<file path="config.mk">
export PLATFORM = sky130hd
export DESIGN_NAME = m_seq_ctrl
export DESIGN_NICKNAME = d
export VERILOG_FILES = /design/src/rtl/m_seq_pkg.sv /design/src/rtl/m_seq_lfsr.sv /design/src/rtl/m_seq_ctrl.sv
export SDC_FILE = /design/constraint.sdc
export NUM_CORES = 1
export LEC_CHECK = 0
export CAP_MARGIN = 10
export CORE_ASPECT_RATIO = 1.2
export CORE_MARGIN = 2
export CORE_UTILIZATION = 35
export DETAILED_ROUTE_END_ITERATION = 8
export PLACE_DENSITY_LB_ADDON = 0.08
export SYNTH_ARGS = -nofsm -noshare
export SYNTH_HDL_FRONTEND = slang
export SYNTH_HIERARCHICAL = 1
export SYNTH_SLANG_ARGS = --single-unit
</file>
<file path="constraint.sdc">
create_clock -name CLK_50MHZ -period 2.75 [get_ports CLK_50MHZ]
set_input_delay 0.825 -clock CLK_50MHZ [delete_from_list [all_inputs] [get_ports CLK_50MHZ]]
set_output_delay 0.825 -clock CLK_50MHZ [all_outputs]
set_load 0.01 [all_outputs]
</file>
<file path="src/rtl/m_seq_pkg.sv">
// Shared types and constants for the m-sequence burst controller.
package m_seq_pkg;

  typedef enum logic [1:0] {
    S_IDLE = 2'd0,
    S_LOAD = 2'd1,
    S_RUN  = 2'd2,
    S_DONE = 2'd3
  } state_t;

  // Feedback taps of x^31 + x^28 + 1
  localparam int TAP_HI = 30;
  localparam int TAP_LO = 27;

  localparam logic [30:0] DEFAULT_SEED = 31'h7FFFFFFF;

  // An all-zero seed would lock the LFSR, so it is replaced by the default.
  function automatic logic [30:0] fix_seed(input logic [30:0] s);
    return (s == '0) ? DEFAULT_SEED : s;
  endfunction

endpackage

</file>
<file path="src/rtl/m_seq_lfsr.sv">
// 31-bit Fibonacci LFSR (x^31 + x^28 + 1) with synchronous load and step.
module m_seq_lfsr
  import m_seq_pkg::*;
(
  input  logic        clk,
  input  logic        rst,
  input  logic        load,
  input  logic [30:0] seed,
  input  logic        step,
  output logic [30:0] state
);

  logic [30:0] state_q;
  logic [30:0] state_d;

  always_comb begin
    state_d = state_q;
    if (load) begin
      state_d = seed;
    end else if (step) begin
      state_d = {state_q[29:0], state_q[TAP_HI] ^ state_q[TAP_LO]};
    end
  end

  always_ff @(posedge clk or posedge rst) begin
    if (rst) begin
      state_q <= DEFAULT_SEED;
    end else begin
      state_q <= state_d;
    end
  end

  assign state = state_q;

endmodule

</file>
<file path="src/rtl/m_seq_ctrl.sv">
// Burst controller emitting bit_count m-sequence bits with a divided sclk.
// Optional byte decode of the emitted bits is enabled by M_SEQ_DATA_DECODE_EN.
module m_seq_ctrl
  import m_seq_pkg::*;
#(
  parameter int DIV_W = 8,
  parameter int CNT_W = 16
) (
  input  logic             CLK_50MHZ,
  input  logic             RST,
  input  logic             start,
  input  logic             stop,
  input  logic [30:0]      seed,
  input  logic [CNT_W-1:0] bit_count,
  input  logic [DIV_W-1:0] div,
  output logic             sclk,
  output logic             out_fun,
  output logic [30:0]      buff_wr,
  output logic [7:0]       data,
  output logic             data_valid,
  output logic             busy,
  output logic             done
);

  localparam logic [DIV_W:0]   PH_ONE  = 1;
  localparam logic [CNT_W-1:0] CNT_ONE = 1;

  state_t           state_q, state_d;
  logic [DIV_W:0]   ph_q, ph_d;
  logic [CNT_W-1:0] rem_q, rem_d;
  logic [DIV_W-1:0] div_q, div_d;
  logic             sclk_q, sclk_d;
  logic             lfsr_load;
  logic             lfsr_step;
  logic [DIV_W:0]   ph_last;
  logic [DIV_W:0]   ph_rise;

  // A bit period spans phases 0 .. 2*div+1; sclk rises after phase div.
  assign ph_last = {div_q, 1'b1};
  assign ph_rise = {1'b0, div_q};

  always_comb begin
    state_d   = state_q;
    ph_d      = ph_q;
    rem_d     = rem_q;
    div_d     = div_q;
    sclk_d    = 1'b0;
    lfsr_load = 1'b0;
    lfsr_step = 1'b0;
    case (state_q)
      S_IDLE: begin
        if (start && !stop) begin
          state_d   = S_LOAD;
          div_d     = div;
          rem_d     = bit_count;
          lfsr_load = 1'b1;
        end
      end
      S_LOAD: begin
        ph_d = '0;
        if (stop) begin
          state_d = S_IDLE;
        end else if (rem_q == '0) begin
          state_d = S_DONE;
        end else begin
          state_d = S_RUN;
        end
      end
      S_RUN: begin
        if (stop) begin
          state_d = S_IDLE;
          ph_d    = '0;
        end else if (ph_q == ph_last) begin
          lfsr_step = 1'b1;
          ph_d      = '0;
          rem_d     = rem_q - CNT_ONE;
          if (rem_q == CNT_ONE) begin
            state_d = S_DONE;
          end
        end else begin
          ph_d   = ph_q + PH_ONE;
          sclk_d = (ph_q == ph_rise) ? 1'b1 : sclk_q;
        end
      end
      S_DONE: begin
        state_d = S_IDLE;
      end
      default: begin
        state_d = S_IDLE;
      end
    endcase
  end

  always_ff @(posedge CLK_50MHZ or posedge RST) begin
    if (RST) begin
      state_q <= S_IDLE;
      ph_q    <= '0;
      rem_q   <= '0;
      div_q   <= '0;
      sclk_q  <= 1'b0;
    end else begin
      state_q <= state_d;
      ph_q    <= ph_d;
      rem_q   <= rem_d;
      div_q   <= div_d;
      sclk_q  <= sclk_d;
    end
  end

  m_seq_lfsr u_lfsr (
    .clk   (CLK_50MHZ),
    .rst   (RST),
    .load  (lfsr_load),
    .seed  (fix_seed(seed)),
    .step  (lfsr_step),
    .state (buff_wr)
  );

  assign out_fun = buff_wr[TAP_HI];
  assign sclk    = sclk_q;
  assign busy    = (state_q == S_LOAD) || (state_q == S_RUN);
  // An abort arriving while in DONE suppresses the completion pulse.
  assign done    = (state_q == S_DONE) && !stop;

`ifdef M_SEQ_DATA_DECODE_EN
  logic [6:0] sh_q, sh_d;
  logic [2:0] bph_q, bph_d;
  logic [7:0] data_q, data_d;
  logic       dv_q, dv_d;

  always_comb begin
    sh_d   = sh_q;
    bph_d  = bph_q;
    data_d = data_q;
    dv_d   = 1'b0;
    if (state_q == S_LOAD) begin
      bph_d = '0;
    end else if (lfsr_step) begin
      sh_d  = {sh_q[5:0], out_fun};
      bph_d = bph_q + 3'd1;
      if (bph_q == 3'd7) begin
        data_d = {sh_q, out_fun};
        dv_d   = 1'b1;
      end
    end
  end

  always_ff @(posedge CLK_50MHZ or posedge RST) begin
    if (RST) begin
      sh_q   <= '0;
      bph_q  <= '0;
      data_q <= '0;
      dv_q   <= 1'b0;
    end else begin
      sh_q   <= sh_d;
      bph_q  <= bph_d;
      data_q <= data_d;
      dv_q   <= dv_d;
    end
  end

  assign data       = data_q;
  assign data_valid = dv_q;
`else
  assign data       = 8'h00;
  assign data_valid = 1'b0;
`endif

endmodule

</file>
==> impl_metrics.ini, run 1 <==
[status]
status = complete, no violations

[cts]
clk_latency_ns = 0.33
cts_buffers = 9
cts_tree = yes
h-tree-depth = 3
clock_path_buffers = 2
path_clk_slew_ns = 0.06
root_buffer = clkbuf_16
clock-sinks = 67
postCtsHoldBufs = 0

[synth]
synth_top_area_frac = 0.218
synth_edf_count = 0
syn_area_sq_um = 4130
avgSynthCellArea_sq_um = 9.10
async_flop_share = 1.00
synth_seq_cells = 67
synth.distinct_cells = 59
yosys_warnings = 6
synth_area_leaders = dfrtp_1, dfstp_2, mux2i_1
ys_seq_area_frac = 0.415
ys.flop_type = dfrtp_1
postSynthCellCount = 454
synth.largest_area_cell = dfrtp_1

[global_routing]
grt_pass1_wl_mm = 17.7
grt.overflow.total = 0
grt_pass1_vias = 3653
grt_start_max_net_pins = 43
grt_usage = 0.178
antenna_found_initial = 0

[route]
via_count = 3554
drt_iter0_drc = 151
ant_nets = 0
first_pass_iters = 4
wl_per_cell_um = 15.1
drc_errors = 0
vias_per_cell = 4.95
routed_wl_mm = 10.8

[power]
p_int_mw = 3.35
p_comb_frac = 0.401
swShare = 0.359
leakage_nw = 2.18
p_switching_mw = 1.87
seqPwrFrac = 0.381
vdd_drop_max_mv = 0.370
clkPwrFrac = 0.218
power_mw = 5.22
power_density_nw_per_um2 = 937

[floorplanning]
design.core.area_sq_um = 11500
num_io_pins = 103
rows = 43
start_util = 0.359
die_y_um = 123
die-area_sq_um = 12700
die_w_um = 103

[setup_path]
startpoint_type = flip-flop
cp_data_required_time_ns = 1.93
crit_fanout = 4
criticalPathCategory = flip-flop to primary output
worstSetupEndpointType = primary output
cp_data_arrival_time_ns = 1.68

[sta]
slew_headroom = 0.427
fmax_ghz = 0.399
skew_ns = 0.00777
holdWs_ns = 0.528
worst_pin_slew_ns = 0.852
rsz0062_at_grt = false
hold_viol = 0
fin_crit_sh = 0.912
setup_tns_ns = 0
maxSlewViolCount = 0
min_period_ns = 2.51
setup_viol = 0

[cells_and_area]
multiInputGateArea_sq_um = 2200
area_growth_pct = 34.9
final_cell_mix = clkdlybuf4s50_1, nand2_1, dfrtp_1
seqCellArea_sq_um = 1720
nFillCells = 1158
fin_cells = 718
num_antenna_cells = 0
final_common_cell = clkdlybuf4s50_1
drive_gt1_frac = 0.198
num-nets-final = 622

[place]
io_buffers = 93
place_congestion = 0.827
dp_cells = 702
dp_hpwl_mm = 8.03

[worst_hold_path]
hp-class = flip-flop to flip-flop

[run]
drv_cap = 0
area by class of cell:
type,count,area share
repair buffers,117,0.202
flip-flops and latches,67,0.308
inverters,12,0.00808
well taps,157,0.0352
clock buffers,9,0.0404
multi-input cells,349,0.394
clock inverters,7,0.0123
worst max-delay path, cell delays in order (launching register included):
cell and delay, ns:
dfrtp_1 0.38, inv_1 0.09, ha_1 0.33, clkdlybuf4s50_1 0.55
state kept, by name, summed over array words and instances, names as in the netlist:
register,flops
rem_q,16
state_q,2
div_q,8
sclk,1
u_lfsr/state,31
ph_q,9
power by group through the flow:
stage / Clock, mW / Combinational [mW] / Sequential [mW]
final: 1.14 / 2.09 / 1.99
after global routing: 1.20 / 2.32 / 2.07
after CTS: 1.18 / 2.12 / 1.99
after detailed placement: 0 / 2.11 / 2.00
after global placement: 0 / 2.09 / 1.99
after floorplan: 0 / 1.13 / 2.00
routing by layer:
layer,wire (um),track usage
met1,4720,0.213
met2,5430,0.310
met3,493,0.0384
met4,181,0.0699
met5,0,0
synth_stat cells (11+ instances only):
cell type / number
buf_4: 11
clkbuf_1: 14
dfrtp_1: 36
dfstp_2: 31
inv_1: 11
mux2i_1: 33
nand2_1: 72
nor2_1: 24
nor3_1: 11
nor4_1: 14
o21ai_1: 30
or2_2: 31
xnor2_1: 17
cell families after synthesis:
| logic type | share of synthesized area |
|---|---|
| AOI/OAI and AO/OA | 0.139 |
| buffers and inverters | 0.0615 |
| muxes | 0.0827 |
| other | 0.000908 |
| and+or+nand+nor | 0.235 |
| DFF | 0.415 |
| xor gates and xnor gates | 0.0445 |
| adders and majority gates | 0.0212 |
stage by stage:
| step | instance area, sq um | setup slack [ns] | utilization |
|---|---|---|---|
| floorplan | 4160 | 0.542 | - |
| global placement | 5280 | 0.0262 | 0.458 |
| detailed placement | 5280 | 0.0439 | 0.458 |
| CTS | 5570 | 0.0345 | 0.484 |
| global route | 5580 | 0.123 | 0.484 |
| finish | 5580 | 0.242 | 0.484 |
repair_timing:
action,in CTS,in global routing
setup buffers,0,0
setup endpoints to repair,0,1
resized for setup,0,1
final timing paths:
| check | slack, ns | startpoint | cells after the start | to |
|---|---|---|---|---|
| min reg2reg | 0.53 | rem_q[11] | 1 | rem_q[11] |
| max in group asynchronous | 1.47 | RST | 3 | div_q[5] |
| max reg2reg | 0.42 | ph_q[7] | 5 | ph_q[7] |
| min | 0.53 | rem_q[11] | 1 | rem_q[11] |
| min in group asynchronous | 0.94 | RST | 3 | rem_q[4] |
| max | 0.24 | state_q[0] | 3 | busy |
(Power assumes the default switching activity.)
==> run 2: changes to the inputs <==
--- a/config.mk
+++ b/config.mk
@@ -10,7 +10,10 @@
 export CORE_MARGIN = 2
 export CORE_UTILIZATION = 35
 export DETAILED_ROUTE_END_ITERATION = 8
+export HOLD_SLACK_MARGIN = 0.05
 export PLACE_DENSITY_LB_ADDON = 0.08
+export SKIP_LAST_GASP = 1
+export SLEW_MARGIN = 20
 export SYNTH_ARGS = -nofsm -noshare
 export SYNTH_HDL_FRONTEND = slang
 export SYNTH_HIERARCHICAL = 1
==> results of run 2 <==
Final layout, timing and power as in run 1 (identical DEF).
==> run 3: changes to the inputs <==
--- a/config.mk
+++ b/config.mk
@@ -7,7 +7,6 @@
 export LEC_CHECK = 0
 export CAP_MARGIN = 10
 export CORE_ASPECT_RATIO = 1.2
-export CORE_MARGIN = 2
 export CORE_UTILIZATION = 35
 export DETAILED_ROUTE_END_ITERATION = 8
 export HOLD_SLACK_MARGIN = 0.05
==> run 3 against run 2 <==
  * First-iteration DRC count up 34%
  * Clock power about the same
  * Count of clock-buffer cells in the layout up 3
  * Cell area down 0.27%
  * Core utilization down 0.13 points
  * Hold slack worse by 0.00090 ns
  * Critical path type unchanged
==> impl_metrics.ini, run 3 (synthesis gave the netlist of run 1 again) <==
[worst_hold_path]
hp-class = flip-flop to flip-flop

[setup_path]
startpoint_type = flip-flop
r2r_end = ph_q[6]
cp_data_required_time_ns = 1.93
crit_fanout = 4
r2r_start = ph_q[7]
endpoint = busy
cp_data_arrival_time_ns = 1.69
reg2reg_slack_ns = 0.34
worstSetupEndpointType = primary output
criticalPathCategory = flip-flop to primary output
reg2reg_depth = 5
startpoint = state_q[0]

[power]
power_density_nw_per_um2 = 932
p_switching_mw = 1.85
clkPwrFrac = 0.214
vdd_drop_max_mv = 0.405
p_int_mw = 3.33
p_comb_frac = 0.401
leakage_nw = 2.17
power_mw = 5.18
seqPwrFrac = 0.385
swShare = 0.357

[floorplanning]
die_y_um = 121
num_io_pins = 103
rows = 43
design.core.area_sq_um = 11500
die_w_um = 101
start_util = 0.359
die-area_sq_um = 12200

[cts]
root_buffer = clkbuf_16
clock-sinks = 67
clock_path_buffers = 2
post_cts_buffers = 0
path_clk_slew_ns = 0.05
cts_tree = yes
clk_latency_ns = 0.33
h-tree-depth = 3
cts_buffers = 9
postCtsHoldBufs = 0

[cells_and_area]
nFillCells = 1164
multiInputGateArea_sq_um = 2200
num-nets-final = 619
drive_gt1_frac = 0.192
final_common_cell = clkdlybuf4s50_1
num_antenna_cells = 0
largest_reg_flops = 31
final_util = 0.483
seqCellArea_sq_um = 1720
final_cell_mix = clkdlybuf4s50_1, nand2_1, dfrtp_1
area_growth_pct = 34.6
fin_cells = 715

[sta]
skew_ns = 0.00364
setup_viol = 0
slew_headroom = 0.330
min_period_ns = 2.51
maxSlewViolCount = 0
hold_viol = 0
rsz0062_at_grt = false
fin_crit_sh = 0.914
fmax_ghz = 0.398
worst_pin_slew_ns = 0.996
setup_tns_ns = 0

[route]
via_count = 3621
routed_wl_mm = 10.6
drt_iter0_drc = 203
first_pass_iters = 4
drc_errors = 0
vias_per_cell = 5.06
wl_per_cell_um = 14.8
ant_nets = 0

[global_routing]
grt_usage = 0.186
grt_pass1_vias = 3613
antenna_found_initial = 0
grt_start_max_net_pins = 72
grt.overflow.total = 0
grt_pass1_wl_mm = 17.6

[run]
drv_cap = 0

[place]
dp_cells = 699
place_congestion = 0.837
dp_hpwl_mm = 7.70
io_buffers = 93

[status]
status = complete, no violations
-- run 3: cell count changes in the layout (fill, tap and decap cells not counted), sizes merged --
cell      previous run  this run
bufinv               1         0
clkinvlp             2         0
inv                 12        13
clkbuf               9        12
clkinv               4         3
buf                 24        21
-- run 3: final cells by class --
type	count	share of cell area
clock buffers	12	0.0482
multi-input cells	349	0.395
clock inverters	4	0.00383
flip-flops and latches	67	0.309
well taps	157	0.0353
inverters	12	0.00810
repair buffers	114	0.201
-- run 3: metrics by stage --
step                worst slack (ns)  hold slack, ns  area [sq um]
finish                         0.237           0.527          5560
global route                   0.128           0.560          5560
CTS                          0.00714           0.535          5560
detailed placement            0.0127           0.522          5270
global placement              0.0137           0.518          5270
floorplan                      0.542           0.483          4160
-- run 3: routing by layer --
layer  vias to the layer above  GRT usage  routed length, um
li1                       1792          -                  -
met1                      1732      0.228               4710
met2                        83      0.313               5260
met3                        14     0.0369                421
met4                         0     0.0861                211
met5                         -          0                  0
-- run 3: worst max-delay path: stages, from the launching register on --
cell             delay, ns
dfrtp_1               0.40
inv_1                 0.08
ha_1                  0.33
clkdlybuf4s50_1       0.55
-- run 3: power groups by stage --
stage | registers [mW] | logic, mW | clock network [mW]
6_report | 1.99 | 2.08 | 1.11
3_3_place_gp | 2.00 | 2.09 | 0
5_1_grt | 2.07 | 2.29 | 1.19
4_1_cts | 2.00 | 2.11 | 1.15
2_1_floorplan | 2.00 | 1.13 | 0
3_5_place_dp | 2.00 | 2.10 | 0
-- run 3: repair_timing --
item                                    CTS  global route
gates resized for setup                   0             1
endpoints found under the setup margin    0             1
hold endpoints to repair                  0             0
-- run 3: how the worst min path moves through the flow --
stage | slack, ns | endpoint | depth (start not counted) | from
2_1_floorplan | 0.48 | rem_q[11] | 1 | rem_q[11]
3_3_place_gp | 0.52 | rem_q[10] | 1 | rem_q[10]
3_5_place_dp | 0.52 | rem_q[11] | 1 | rem_q[11]
4_1_cts | 0.53 | rem_q[11] | 1 | rem_q[11]
5_1_grt | 0.56 | rem_q[11] | 1 | rem_q[11]
6_report | 0.53 | rem_q[11] | 1 | rem_q[11]
